File: src/rtl/spi_flash_pkg.sv
// Shared types and constants for the SPI flash boot reader.
//   state_t    : FSM states of the reader
//   READ_CMD   : serial-flash "read data" opcode sent before the address
//   HDR_BITS   : command + address bits shifted out per transfer
//   WORD_BITS  : data bits received per instruction word
//   le_word()  : reorders four MSB-first received bytes into a little-endian word
package spi_flash_pkg;

    typedef enum logic [2:0] {
        IDLE,
        CMD,
        ADDR,
        DATA,
        WRITE,
        FINISH
    } state_t;

    localparam logic [7:0] READ_CMD  = 8'h03;
    localparam int         HDR_BITS  = 32;
    localparam int         WORD_BITS = 32;

    // raw holds the bytes in arrival order, first byte in [31:24].
    function automatic logic [31:0] le_word(input logic [31:0] raw);
        return {raw[7:0], raw[15:8], raw[23:16], raw[31:24]};
    endfunction

endpackage

File: src/rtl/spi_flash_boot_reader_sck_gen.sv
// SCK generator for the SPI flash boot reader (mode 0, idles low).
//   clk, rst  : system clock, synchronous active-high reset
//   en        : run the divider; when low, SCK is forced low and the divider cleared
//   pause     : freeze divider and SCK in their current state
//   sck       : registered serial clock
//   rise_stb  : high in the cycle whose clock edge drives SCK 0->1
//   fall_stb  : high in the cycle whose clock edge drives SCK 1->0
module spi_sck_gen #(
    parameter int CLK_DIV = 4
) (
    input  logic clk,
    input  logic rst,
    input  logic en,
    input  logic pause,
    output logic sck,
    output logic rise_stb,
    output logic fall_stb
);

    localparam logic [7:0] DIV_TC = 8'(CLK_DIV - 1);

    logic [7:0] div_cnt;
    logic       tc;

    assign tc       = en && !pause && (div_cnt == DIV_TC);
    assign rise_stb = tc && !sck;
    assign fall_stb = tc && sck;

    always_ff @(posedge clk) begin
        if (rst || !en) begin
            div_cnt <= '0;
            sck     <= 1'b0;
        end else if (!pause) begin
            if (div_cnt == DIV_TC) begin
                div_cnt <= '0;
                sck     <= ~sck;
            end else begin
                div_cnt <= div_cnt + 8'd1;
            end
        end
    end

endmodule

File: src/rtl/spi_flash_boot_reader.sv
// SPI flash boot reader: issues a 0x03 read to a serial flash and streams the
// returned image into instruction memory as little-endian 32-bit words.
//   clock, reset      : system clock, synchronous active-high reset
//   io_start          : start request, honoured only while idle
//   io_base_addr      : flash byte address of the first word (latched at start)
//   io_num_words      : number of words to fetch (latched at start)
//   io_busy, io_done  : transfer in progress / one-cycle completion pulse
//   io_spi_cs/clk/mosi: flash chip select (active low), SCK (mode 0), MOSI
//   io_spi_miso       : flash data in
//   io_wr_en/addr/data: instruction-memory write, accepted when io_wr_ready
module spi_flash_boot_reader
    import spi_flash_pkg::*;
#(
    parameter int CLK_DIV = 4,
    parameter int WADDR_W = 9,
    parameter int CNT_W   = 10
) (
    input  logic               clock,
    input  logic               reset,
    input  logic               io_start,
    input  logic [23:0]        io_base_addr,
    input  logic [CNT_W-1:0]   io_num_words,
    output logic               io_busy,
    output logic               io_done,
    output logic               io_spi_cs,
    output logic               io_spi_clk,
    output logic               io_spi_mosi,
    input  logic               io_spi_miso,
    output logic               io_wr_en,
    output logic [WADDR_W-1:0] io_wr_addr,
    output logic [31:0]        io_wr_data,
    input  logic               io_wr_ready
);

    state_t           state;
    logic [31:0]      tx_sh;
    logic [31:0]      rx_sh;
    logic [5:0]       bit_cnt;
    logic [CNT_W-1:0] words_left;

    logic sck_en;
    logic sck_pause;
    logic rise_stb;
    logic fall_stb;

    // SCK runs for the whole CS-low window; WRITE freezes it low so a stalled
    // memory simply stretches the gap before the next word.
    assign sck_en    = (state == CMD) || (state == ADDR) || (state == DATA) || (state == WRITE);
    assign sck_pause = (state == WRITE);

    spi_sck_gen #(
        .CLK_DIV(CLK_DIV)
    ) u_sck_gen (
        .clk      (clock),
        .rst      (reset),
        .en       (sck_en),
        .pause    (sck_pause),
        .sck      (io_spi_clk),
        .rise_stb (rise_stb),
        .fall_stb (fall_stb)
    );

    // Shift registers carry data only and need no reset.
    always_ff @(posedge clock) begin
        if (state == IDLE && io_start) begin
            tx_sh <= {READ_CMD, io_base_addr};
        end else if ((state == CMD || state == ADDR) && fall_stb) begin
            tx_sh <= tx_sh << 1;
        end
        if (state == DATA && rise_stb) begin
            rx_sh <= {rx_sh[30:0], io_spi_miso};
        end
    end

    always_ff @(posedge clock) begin
        if (reset) begin
            state       <= IDLE;
            io_spi_cs   <= 1'b1;
            io_spi_mosi <= 1'b0;
            io_busy     <= 1'b0;
            io_done     <= 1'b0;
            io_wr_en    <= 1'b0;
            io_wr_addr  <= '0;
            io_wr_data  <= '0;
            bit_cnt     <= '0;
            words_left  <= '0;
        end else begin
            io_done <= 1'b0;
            case (state)
                IDLE: begin
                    if (io_start) begin
                        io_wr_addr <= '0;
                        words_left <= io_num_words;
                        bit_cnt    <= '0;
                        if (io_num_words == '0) begin
                            // Nothing to fetch: complete without touching the bus.
                            state   <= FINISH;
                            io_done <= 1'b1;
                        end else begin
                            state       <= CMD;
                            io_spi_cs   <= 1'b0;
                            io_busy     <= 1'b1;
                            io_spi_mosi <= READ_CMD[7];
                        end
                    end
                end

                CMD, ADDR: begin
                    // Header bits advance on SCK falls; bit_cnt counts falls seen.
                    if (fall_stb) begin
                        io_spi_mosi <= tx_sh[30];
                        bit_cnt     <= bit_cnt + 6'd1;
                        if (bit_cnt == 6'(HDR_BITS - 1)) begin
                            state       <= DATA;
                            bit_cnt     <= '0;
                            io_spi_mosi <= 1'b0;
                        end else if (bit_cnt == 6'd7) begin
                            state <= ADDR;
                        end
                    end
                end

                DATA: begin
                    // bit_cnt counts rises; the word closes on the fall after the last one.
                    if (rise_stb) begin
                        bit_cnt <= bit_cnt + 6'd1;
                    end
                    if (fall_stb && bit_cnt == 6'(WORD_BITS)) begin
                        state      <= WRITE;
                        bit_cnt    <= '0;
                        io_wr_en   <= 1'b1;
                        io_wr_data <= le_word(rx_sh);
                    end
                end

                WRITE: begin
                    if (io_wr_ready) begin
                        io_wr_en   <= 1'b0;
                        io_wr_addr <= io_wr_addr + WADDR_W'(1);
                        words_left <= words_left - CNT_W'(1);
                        if (words_left == CNT_W'(1)) begin
                            state     <= FINISH;
                            io_spi_cs <= 1'b1;
                            io_done   <= 1'b1;
                            io_busy   <= 1'b0;
                        end else begin
                            // Continuous read: the flash keeps streaming, no new header.
                            state <= DATA;
                        end
                    end
                end

                FINISH: begin
                    state <= IDLE;
                end

                default: begin
                    state <= IDLE;
                end
            endcase
        end
    end

endmodule

File: config.mk
export PLATFORM = sky130hd
export DESIGN_NAME = spi_flash_boot_reader
export DESIGN_NICKNAME = d
export VERILOG_FILES = /design/src/rtl/spi_flash_pkg.sv /design/src/rtl/spi_flash_boot_reader_sck_gen.sv /design/src/rtl/spi_flash_boot_reader.sv
export SDC_FILE = /design/constraint.sdc
export NUM_CORES = 1
export LEC_CHECK = 0
export ABC_AREA = 1
export BUFFER_PORTS_ARGS = -buffer_cell sky130_fd_sc_hd__buf_2
export CAP_MARGIN = 10
export CORE_MARGIN = 8
export CORE_UTILIZATION = 45
export DETAILED_ROUTE_END_ITERATION = 16
export PLACE_DENSITY_LB_ADDON = 0.2
export SYNTH_ARGS = -nofsm -noshare
export SYNTH_HDL_FRONTEND = slang
export SYNTH_SLANG_ARGS = --single-unit
File: constraint.sdc
create_clock -name clock -period 3.3 [get_ports clock]
set_clock_uncertainty 0.1 [all_clocks]
set_input_delay 0 -clock clock [delete_from_list [all_inputs] [get_ports clock]]
set_output_delay 0 -clock clock [all_outputs]
set_load 0.01 [all_outputs]
=== After elaboration in Yosys (flattened, before gate mapping) ===
Index checks and enable logic that the tools add are counted.

* Input bits: 39
* Register bits after elaboration: 137
* Output and inout bits: 47
* Logic and storage cells: 114

* Reduce and logical (&&, ||, !) cells: 31
* Bitwise logic cells: 2
* Multiplexer cells: 45
* Add/sub/neg operators: 4
* Equal/unequal tests: 17

{| class="wikitable"
|+ Operators with widths
! cell !! number
|-
| two-way mux 24 bit || 2
|-
| two-way mux 6 bit || 5
|-
| two-way mux 3 bit || 8
|-
| two-way mux 10 bit || 2
|-
| case mux 10 bit (2 select lines) || 1
|-
| two-way mux 9 bit || 2
|-
| case mux 6 bit (3 select lines) || 1
|-
| case mux 9 bit (2 select lines) || 1
|-
| two-way mux 1 bit || 16
|-
| case mux 3 bit (4 select lines) || 1
|-
| == test 10 x 1 -> 1 bit (second input constant) || 1
|-
| logical NOT 10 bit || 1
|-
| inequality test 2 bit (second input constant) || 5
|-
| case mux 1 bit (2 select lines) || 5
|-
| AND reduction 5 bit || 2
|-
| subtractor 10 x 1 -> 10 bit (second input constant) || 1
|-
| adder 9 x 1 -> 9 bit (second input constant) || 1
|-
| adder 8 x 1 -> 8 bit (second input constant) || 1
|-
| == test 8 x 2 -> 1 bit (second input constant) || 1
|-
| logical AND 1 bit || 8
|-
| two-way mux 8 bit || 1
|-
| AND reduction 4 bit || 2
|-
| nonzero test 2 bit || 4
|-
| adder 6 x 1 -> 6 bit (second input constant) || 1
|-
| 17 further kinds || 26
|}

=== Longest topological paths before layout ===
Gate-level depths: netlist (run 1).

* Depth in word-level cells: 10
* Depth in mapped cells: 11
* Gate-level depth less buffers: 11

=== Cells and area by module ===
A second synthesis (run 1) with hierarchy kept.

* Cells, all modules: 720
* Area, all modules: 6,048.3 µm²

{| class="wikitable"
|+ Modules (own cells, without submodules)
! module !! sequential area each (µm²) !! cells each !! instances !! area each (µm²)
|-
| spi_flash_boot_reader || 3,123.0 || 647 || 1 || 5,496.5
|-
| spi_sck_gen || 180.2 || 73 || 1 || 551.8
|}

=== Worst setup path before layout (run 1) ===
No wires, ideal clock.

* Path kind: reg-to-reg
* From: reg u_sck_gen.div_cnt[0]
* To: reg rx_sh[0], enable pin
* Library setup time: 0.421 ns
* Stages on the path, launching flop included: 6
* Path slack: 0.445 ns
* Path buffers: 0
* Data required time: 2.779 ns
* Clock period less this slack: 2.855 ns
* Arrival time: 2.333 ns
* Cell sequence: dfxtp_1 -> ha_1 -> nand3_1 -> nor2_2 -> nand3_1 -> nor2_1

* Word-level cells in the longest chain between the ends: 4

{| class="wikitable"
|+ Ends and longest elaborated chain
! what !! RTL line !! RTL
|-
| start, declared || spi_flash_boot_reader_sck_gen.sv:22 || <nowiki>logic [7:0] div_cnt;</nowiki>
|-
| start signal, assigned || spi_flash_boot_reader_sck_gen.sv:38 || <nowiki>div_cnt <= div_cnt + 8'd1;</nowiki>
|-
| == test 8 x 2 -> 1 bit || spi_flash_boot_reader_sck_gen.sv:25 || <nowiki>assign tc = en && !pause && (div_cnt == DIV_TC);</nowiki>
|-
| logical AND 1 bit || spi_flash_boot_reader_sck_gen.sv:25 ||
|-
| logical AND 1 bit || spi_flash_boot_reader_sck_gen.sv:26 || <nowiki>assign rise_stb = tc && !sck;</nowiki>
|-
| logical AND 1 bit || spi_flash_boot_reader.sv:70 || <nowiki>if (state == DATA && rise_stb) begin</nowiki>
|-
| end signal, assigned || spi_flash_boot_reader.sv:71 || <nowiki>rx_sh <= {rx_sh[30:0], io_spi_miso};</nowiki>
|-
| end, declared || spi_flash_boot_reader.sv:37 || <nowiki>logic [31:0] rx_sh;</nowiki>
|}

No other way between the ends.
A chain may end at the register's enable or synchronous reset.

=== Worst setup path in the final report (run 1) ===
* From: reg state[2]
* To: reg words_left[8]

* Word-level cells in the longest chain between the ends: 3
* Elaborated cells on any way between the ends: 7
* Classes of those cells: eq/ne (3); mux (1); reduce/logical (3)

{| class="wikitable"
|+ Ends and longest elaborated chain
! what !! RTL line !! RTL
|-
| start, declared || spi_flash_boot_reader.sv:35 || <nowiki>state_t state;</nowiki>
|-
| start signal, assigned || spi_flash_boot_reader.sv:77 || <nowiki>state <= IDLE;</nowiki>
|-
| start signal, assigned || spi_flash_boot_reader.sv:97 || <nowiki>state <= FINISH;</nowiki>
|-
| start signal, assigned || spi_flash_boot_reader.sv:100 || <nowiki>state <= CMD;</nowiki>
|-
| == test 3 bit or logical NOT 3 bit (tied branches) || spi_flash_boot_reader.sv:89 || <nowiki>case (state)</nowiki>
|-
| inequality test 2 bit (no source line) or nonzero test 2 bit (tied branches) || -- ||
|-
| AND reduction 3 bit (no source line) || -- ||
|-
| end signal, assigned || spi_flash_boot_reader.sv:93 || <nowiki>words_left <= io_num_words;</nowiki>
|-
| end signal, assigned || spi_flash_boot_reader.sv:140 || <nowiki>words_left <= words_left - CNT_W'(1);</nowiki>
|-
| end, declared || spi_flash_boot_reader.sv:39 || <nowiki>logic [CNT_W-1:0] words_left;</nowiki>
|}

Parallel ways exist; a longest one is shown, timed or not.

==> metrics.md, run 1 <==
| Metric | Value |
|---|---|
| HPWL Detailed | 8310 um |
| Ys Warns | 0 |
| P_leak | 3.27 nW |
| Max VDD drop | 0.000408 V |
| Area grow syn2layout | 26.4% |
| Clock Latency Late Sink | 420 ps |
| Initial Util | 46.2% |
| Iter 0 DRT Violations | 294 |
| Core outline area | 12,600 um2 |
| Final core utilization | 58.3% |
| Port-buffer cells | 85 |
| Postcts setup bufs | 0 |
| Final critical-path required period | 2550 ps |
| CTS Buffer Depth | 2 |
| TritonCTS Buffers | 17 |
| Die area | 16,800 um2 |
| Yosys top cell by area | edfxtp_1 |
| Setup crit start kind | register |
| #FFs+latches synth | 137 |
| WP data required | 3500 ps |
| Mapped Cells | 673 |
| Vias per cell | 4.80 |
| Final period util | 77.2% |
| Vias in the first global route | 4,783 |
| Worst path top cell family by delay | simple AND/OR/NAND/NOR gates |
| I/O Pins | 86 |
| Seq/Total Area, Yosys | 56.7% |
| Syn nets | 718 |
| Most common cell on crit path | nand2_2 |
| Largest net degree at the start of global routing | 50 |
| Drt first pass iters | 6 |
| Slew headroom | 45.2% |
| Slowest cell on crit path | dlygate4sd3_1 |
| Power Dens Cells | 670 nW/um2 |
| ANT nets after route | 0 |
| Syn avg cell area | 8.65 um2 |
| DIE HEIGHT | 130 um |
| Final Hold Viols | 0 |
| DR WL/cell | 12.7 um |
| Reg clk slew, reported paths | 60 ps |
| Global-route usage over all layers | 15.8% |
| Critical path peak fanout | 29 |
| # setup viols final | 0 |
| # DRC | 0 |
| Worst setup EP type | register |
| Width of the die | 130 um |
| CTS Root Cell | clkbuf_16 |
| R2R setup slack | 750 ps |
| Synth Cell Area | 5820 um2 |
| Largest cells by area after synthesis | edfxtp_1 (29%), dfxtp_1 (28%), nand2_1 (11%), nor2_1 (7.9%), inv_1 (2.9%) |
| CTS sink cnt | 137 |
| Filler cells | 1,132 |
| Sum Neg Setup Slack | 0 ps |
| Via count | 4,722 |
| CTS tree | built |
| Register area | 3300 um2 |
| Post-cts sizing count | 0 |
| Fmax | 393 MHz |
| Global-route wire length before repair | 21,400 um |
| Initial antenna violation count | 0 |
| Multi-input gate area | 2190 um2 |
| H-Tree Depth | 4 |
| Share of layout cells above drive strength 1 | 19.3% |
| Outcome | finished clean |
| RSZ-0062 raised after global routing | false |
| DRT Wirelength | 12,500 um |
| Synth unique cells | 41 |
| Crit path kind | register to register |
| # hold bufs at CTS | 39 |
| Min-Delay Path Class | input port to register |
| Critical-path cell list | inv_1 > nand2_2 > inv_2 > nand2_2 > nand2_4 > o21ai_0 > o21bai_1 > a21oi_1 > dlygate4sd3_1 |
| Post-synth top area share | 28.9% |
| Post-synth ARST share | 0% |
| WP data arrival | 2750 ps |
| Gp weighted congestion | 0.814 |
| Slew @ Worst Pin | 819 ps |
| Slew Viols, Final | 0 |
| # nets final | 842 |
| Most used DFF post-synth | dfxtp_1 |
| Number of flops mapped to enable cells by yosys | 56 |
| Max_cap viols | 0 |
| Grt ovf | 0 |
| Rows | 41 |
| Worst Path Buf+Inv | 3 |
| Max incr delay on CP | 550 ps |
[cell families after synthesis]
family / after synthesis / synth area share [%]
buffers and inverters: 75 / 5.91
AO/OA/AOI/OAI: 100 / 9.56
flip-flops: 137 / 56.7
AND/OR/NAND/NOR: 351 / 25.9
adder cells (fa/ha/maj): 6 / 1.29
XOR/XNOR: 4 / 0.602
[Yosys cell counts, types with 5 or more instances]
cell,number
a21oi_1,31
buf_2,7
buf_4,5
clkbuf_1,7
dfxtp_1,81
edfxtp_1,56
ha_1,6
inv_1,45
inv_2,6
nand2_1,165
nand2_2,5
nand3_1,25
nor2_1,123
nor3_1,5
o21ai_0,33
o21ai_1,15
[area by class of cell]
| cell class | instances | area share (%) |
|---|---|---|
| clock buffer | 21 | 6.41 |
| timing repair buffer | 128 | 11.5 |
| antenna | 1 | 0.0340 |
| inverter | 52 | 2.72 |
| clock inverter | 11 | 1.82 |
| sequential | 137 | 44.9 |
| multi-input combinational | 461 | 29.7 |
| tap | 172 | 2.92 |
[sequential cells by signal, indices dropped and copies added (netlist names)]
register / count
io_wr_data: 32
rx_sh: 32
tx_sh: 31
words_left: 10
io_wr_addr: 9
u_sck_gen.div_cnt: 8
bit_cnt: 6
state: 3
io_busy: 1
io_done: 1
io_spi_cs: 1
io_spi_mosi: 1
io_wr_en: 1
u_sck_gen.sck: 1
[worst reg2reg max path, delay by kind of cell, from the launching register on]
kind,cells,cell delay [ps]
compound gates,3,330
buf+inv,3,750
flops,1,460
simple gates,3,800
[routing by layer]
metal	up-vias	track usage [%]	wire length, um
li1	2444	-	-
met1	2166	18.1	5570
met2	90	26.9	6100
met3	22	4.94	593
met4	0	6.76	234
met5	-	0	0
[layout by cell type (no fill, tap or decap), types with 25 or more instances in the layout]
cell type	synthesis	routed
inv_1	45	45
buf_2	7	85
nand3_1	25	25
dfxtp_1	81	81
a21oi_1	31	31
edfxtp_1	56	56
nand2_1	165	165
nor2_1	123	121
dlygate4sd3_1	0	39
o21ai_0	33	33
[worst paths after layout]
kind / startpoint / to / depth (start not counted)
setup / recovery: state[2] / words_left[8] / 9
hold / removal: io_num_words[8] / io_busy / 5
setup reg to reg: state[2] / words_left[8] / 9
hold reg to reg: rx_sh[16] / rx_sh[17] / 0
[per-stage QoR]
step | instance area, um2 | cells | hold slack [ps] | worst slack (ps) | total power (W)
finish | 7360 | 983 | 49.6 | 753 | 0.00493
global route | 7360 | 982 | 87.4 | 533 | 0.00522
CTS | 7360 | 982 | 43.1 | 706 | 0.00498
detailed placement | 6360 | 911 | 101 | 976 | 0.00301
global placement | 6360 | 911 | 84.9 | 1060 | 0.00299
floorplan | 5820 | 673 | -1.13 | 445 | 0.00281
[power breakdown]
group	leakage [nW]	switching, W	internal, W	total, W
sequential	1.18	0.0000903	0.00200	0.00209
clock	0.290	0.000735	0.00119	0.00192
combinational	1.80	0.000592	0.000327	0.000919
No activity file was read; power rests on OpenSTA's default activity.
==> run 2, diff against run 1 <==
==> constraint.sdc (replaced) <==
create_clock -name clock -period 2.65 [get_ports clock]
set_clock_uncertainty 0.1 [all_clocks]
set_input_delay 0 -clock clock [delete_from_list [all_inputs] [get_ports clock]]
set_output_delay 0 -clock clock [all_outputs]
set_load 0.01 [all_outputs]
==> run 2 against run 1 <==
Critical path depth grew 3; sequential share of layout area up 0.23 points; fmax increased by 14%; largest cell class unchanged; via count grew 1.9%; cell count grew 0.41%; clock power up 12%; core utilization decreased by 0.30 points; non-clock buffer count increased by 3; global-route usage fell by 0.063 points; setup slack got worse by 330 ps.
==> metrics.md, run 2 (synthesis results as in run 1) <==
| Metric | Value |
|---|---|
| # DRC | 0 |
| Setup crit start kind | register |
| Multi-input gate area | 2190 um2 |
| Cells after DPL | 913 |
| Sum Neg Setup Slack | 0 ps |
| WP data arrival | 2430 ps |
| # setup viols final | 0 |
| Gp weighted congestion | 0.800 |
| Min-Delay Path Class | input port to register |
| Switching power | 0.00173 W |
| Critical path peak fanout | 4 |
| Hold WS | 81.1 ps |
| Rows | 41 |
| RSZ-0062 raised after global routing | false |
| Global-route usage over all layers | 15.8% |
| Area grow syn2layout | 25.7% |
| Final Hold Viols | 0 |
| Iter 0 DRT Violations | 275 |
| TritonCTS Buffers | 17 |
| ANT nets after route | 0 |
| Worst Path Buf+Inv | 4 |
| Outcome | finished clean |
| Share of layout cells above drive strength 1 | 18.9% |
| CTS tree | built |
| Internal cell power | 0.00419 W |
| Filler cells | 1,129 |
| Initial Util | 46.2% |
| P_leak | 3.24 nW |
| Die area | 16,800 um2 |
| Worst path top cell family by delay | buffers and inverters |
| Final cell count without fillers | 987 |
| DRT Wirelength | 12,800 um |
| Post-cts sizing count | 0 |
| Initial antenna violation count | 0 |
| Width of the die | 130 um |
| Vias per cell | 4.88 |
| Reg clk slew, reported paths | 60 ps |
| DIE HEIGHT | 130 um |
| Port-buffer cells | 85 |
| Max_cap viols | 0 |
| # hold bufs at CTS | 40 |
| Power Dens Cells | 809 nW/um2 |
| Slowest cell on crit path | dlygate4sd3_1 |
| Clock Latency Late Sink | 410 ps |
| Slew headroom | 60.9% |
| Crit path kind | register to register |
| Max incr delay on CP | 550 ps |
| Largest regs | io_wr_data: 32 flops, rx_sh: 32 flops, tx_sh: 31 flops |
| Sw Share | 29.2% |
| CTS Buffer Depth | 2 |
| CTS sink cnt | 137 |
| Final WS setup | 422 ps |
| Slew @ Worst Pin | 585 ps |
| Largest net degree at the start of global routing | 46 |
| WP data required | 2850 ps |
| Final critical-path required period | 2230 ps |
| Place WS | 529 ps |
| # nets final | 845 |
| H-Tree Depth | 4 |
| DR WL/cell | 12.9 um |
| Worst hold start | io_num_words[6] |
| Logic pwr share | 19.7% |
| Clock power frac | 36.3% |
| Register area | 3300 um2 |
| Fmax | 449 MHz |
| Worst Setup SP | words_left[1] |
| Most frequent cells in the layout | nand2_1 (165), nor2_1 (121), buf_2 (85), dfxtp_1 (81), edfxtp_1 (56) |
| Core outline area | 12,600 um2 |
| Slew Viols, Final | 0 |
| I/O Pins | 86 |
| Max VDD drop | 0.000565 V |
| Drt first pass iters | 5 |
| Sequential Power Share | 44.0% |
| Grt ovf | 0 |
| Final period util | 84.1% |
| Postcts setup bufs | 0 |
| CTS Root Cell | clkbuf_16 |
| Critical-path cell list | inv_1 > ha_1 > inv_1 > nor2_1 > nand2_1 > nor2_1 > inv_1 > o21ai_0 > nand2_1 > nand2_1 > a21oi_1 > dlygate4sd3_1 |
| Global-route wire length before repair | 21,300 um |
| Worst setup EP type | register |
| Via count | 4,813 |
| Vias in the first global route | 4,781 |
| Reg-to-reg startpoint | words_left[1] |
| HPWL Detailed | 8550 um |
| Commonest non-fill, non-tap cell in the layout | nand2_1 |
run 2: cell count changes in the layout (fill, tap and decap cells not counted), moves of 2 or more:
cell,before,now
buf_4,4,6
clkbuf_1,2,4
clkinv_1,0,2
inv_6,3,1
run 2: power groups by stage:
stage | sequential [W] | combinational [W] | clock, W
6_report | 0.00261 | 0.00117 | 0.00215
5_1_grt | 0.00264 | 0.00134 | 0.00228
4_1_cts | 0.00260 | 0.00117 | 0.00219
3_5_place_dp | 0.00265 | 0.00112 | 0
3_3_place_gp | 0.00264 | 0.00109 | 0
2_1_floorplan | 0.00262 | 0.000879 | 0
run 2: worst reg2reg max path, stage by stage, from the launching register on:
cell	delay, ps
dfxtp_1	300
inv_1	110
ha_1	180
inv_1	40
nor2_1	130
nand2_1	90
nor2_1	200
inv_1	90
o21ai_0	150
nand2_1	60
nand2_1	60
a21oi_1	50
dlygate4sd3_1	550
run 2: metal layers:
layer | vias to the layer above | wire (um) | track usage, %
met2 | 111 | 6370 | 27.1
met4 | 0 | 180 | 6.49
met3 | 17 | 598 | 4.49
met1 | 2230 | 5620 | 18.1
li1 | 2455 | - | -
met5 | - | 0 | 0
run 2: worst paths after layout:
path                   end  slack (ps)  cells after the start
max          words_left[6]         420                     12
min reg2reg      rx_sh[23]         340                      0
max reg2reg  words_left[6]         420                     12
min                io_busy          80                      5
run 2: through the flow:
step | area, um2 | total power, W | utilization [%]
6_report | 7320 | 0.00592 | 58.0
4_1_cts | 7320 | 0.00597 | 58.0
2_1_floorplan | 5830 | 0.00350 | -
3_3_place_gp | 6380 | 0.00372 | 50.5
5_1_grt | 7320 | 0.00626 | 58.0
3_5_place_dp | 6380 | 0.00376 | 50.5
run 2: final cells by class:
class	count	area share, %
clock inverter	11	1.37
inverter	52	2.73
clock buffer	21	6.02
multi-input combinational	461	29.9
antenna	2	0.0684
tap	172	2.94
timing repair buffer	131	11.9
sequential	137	45.1
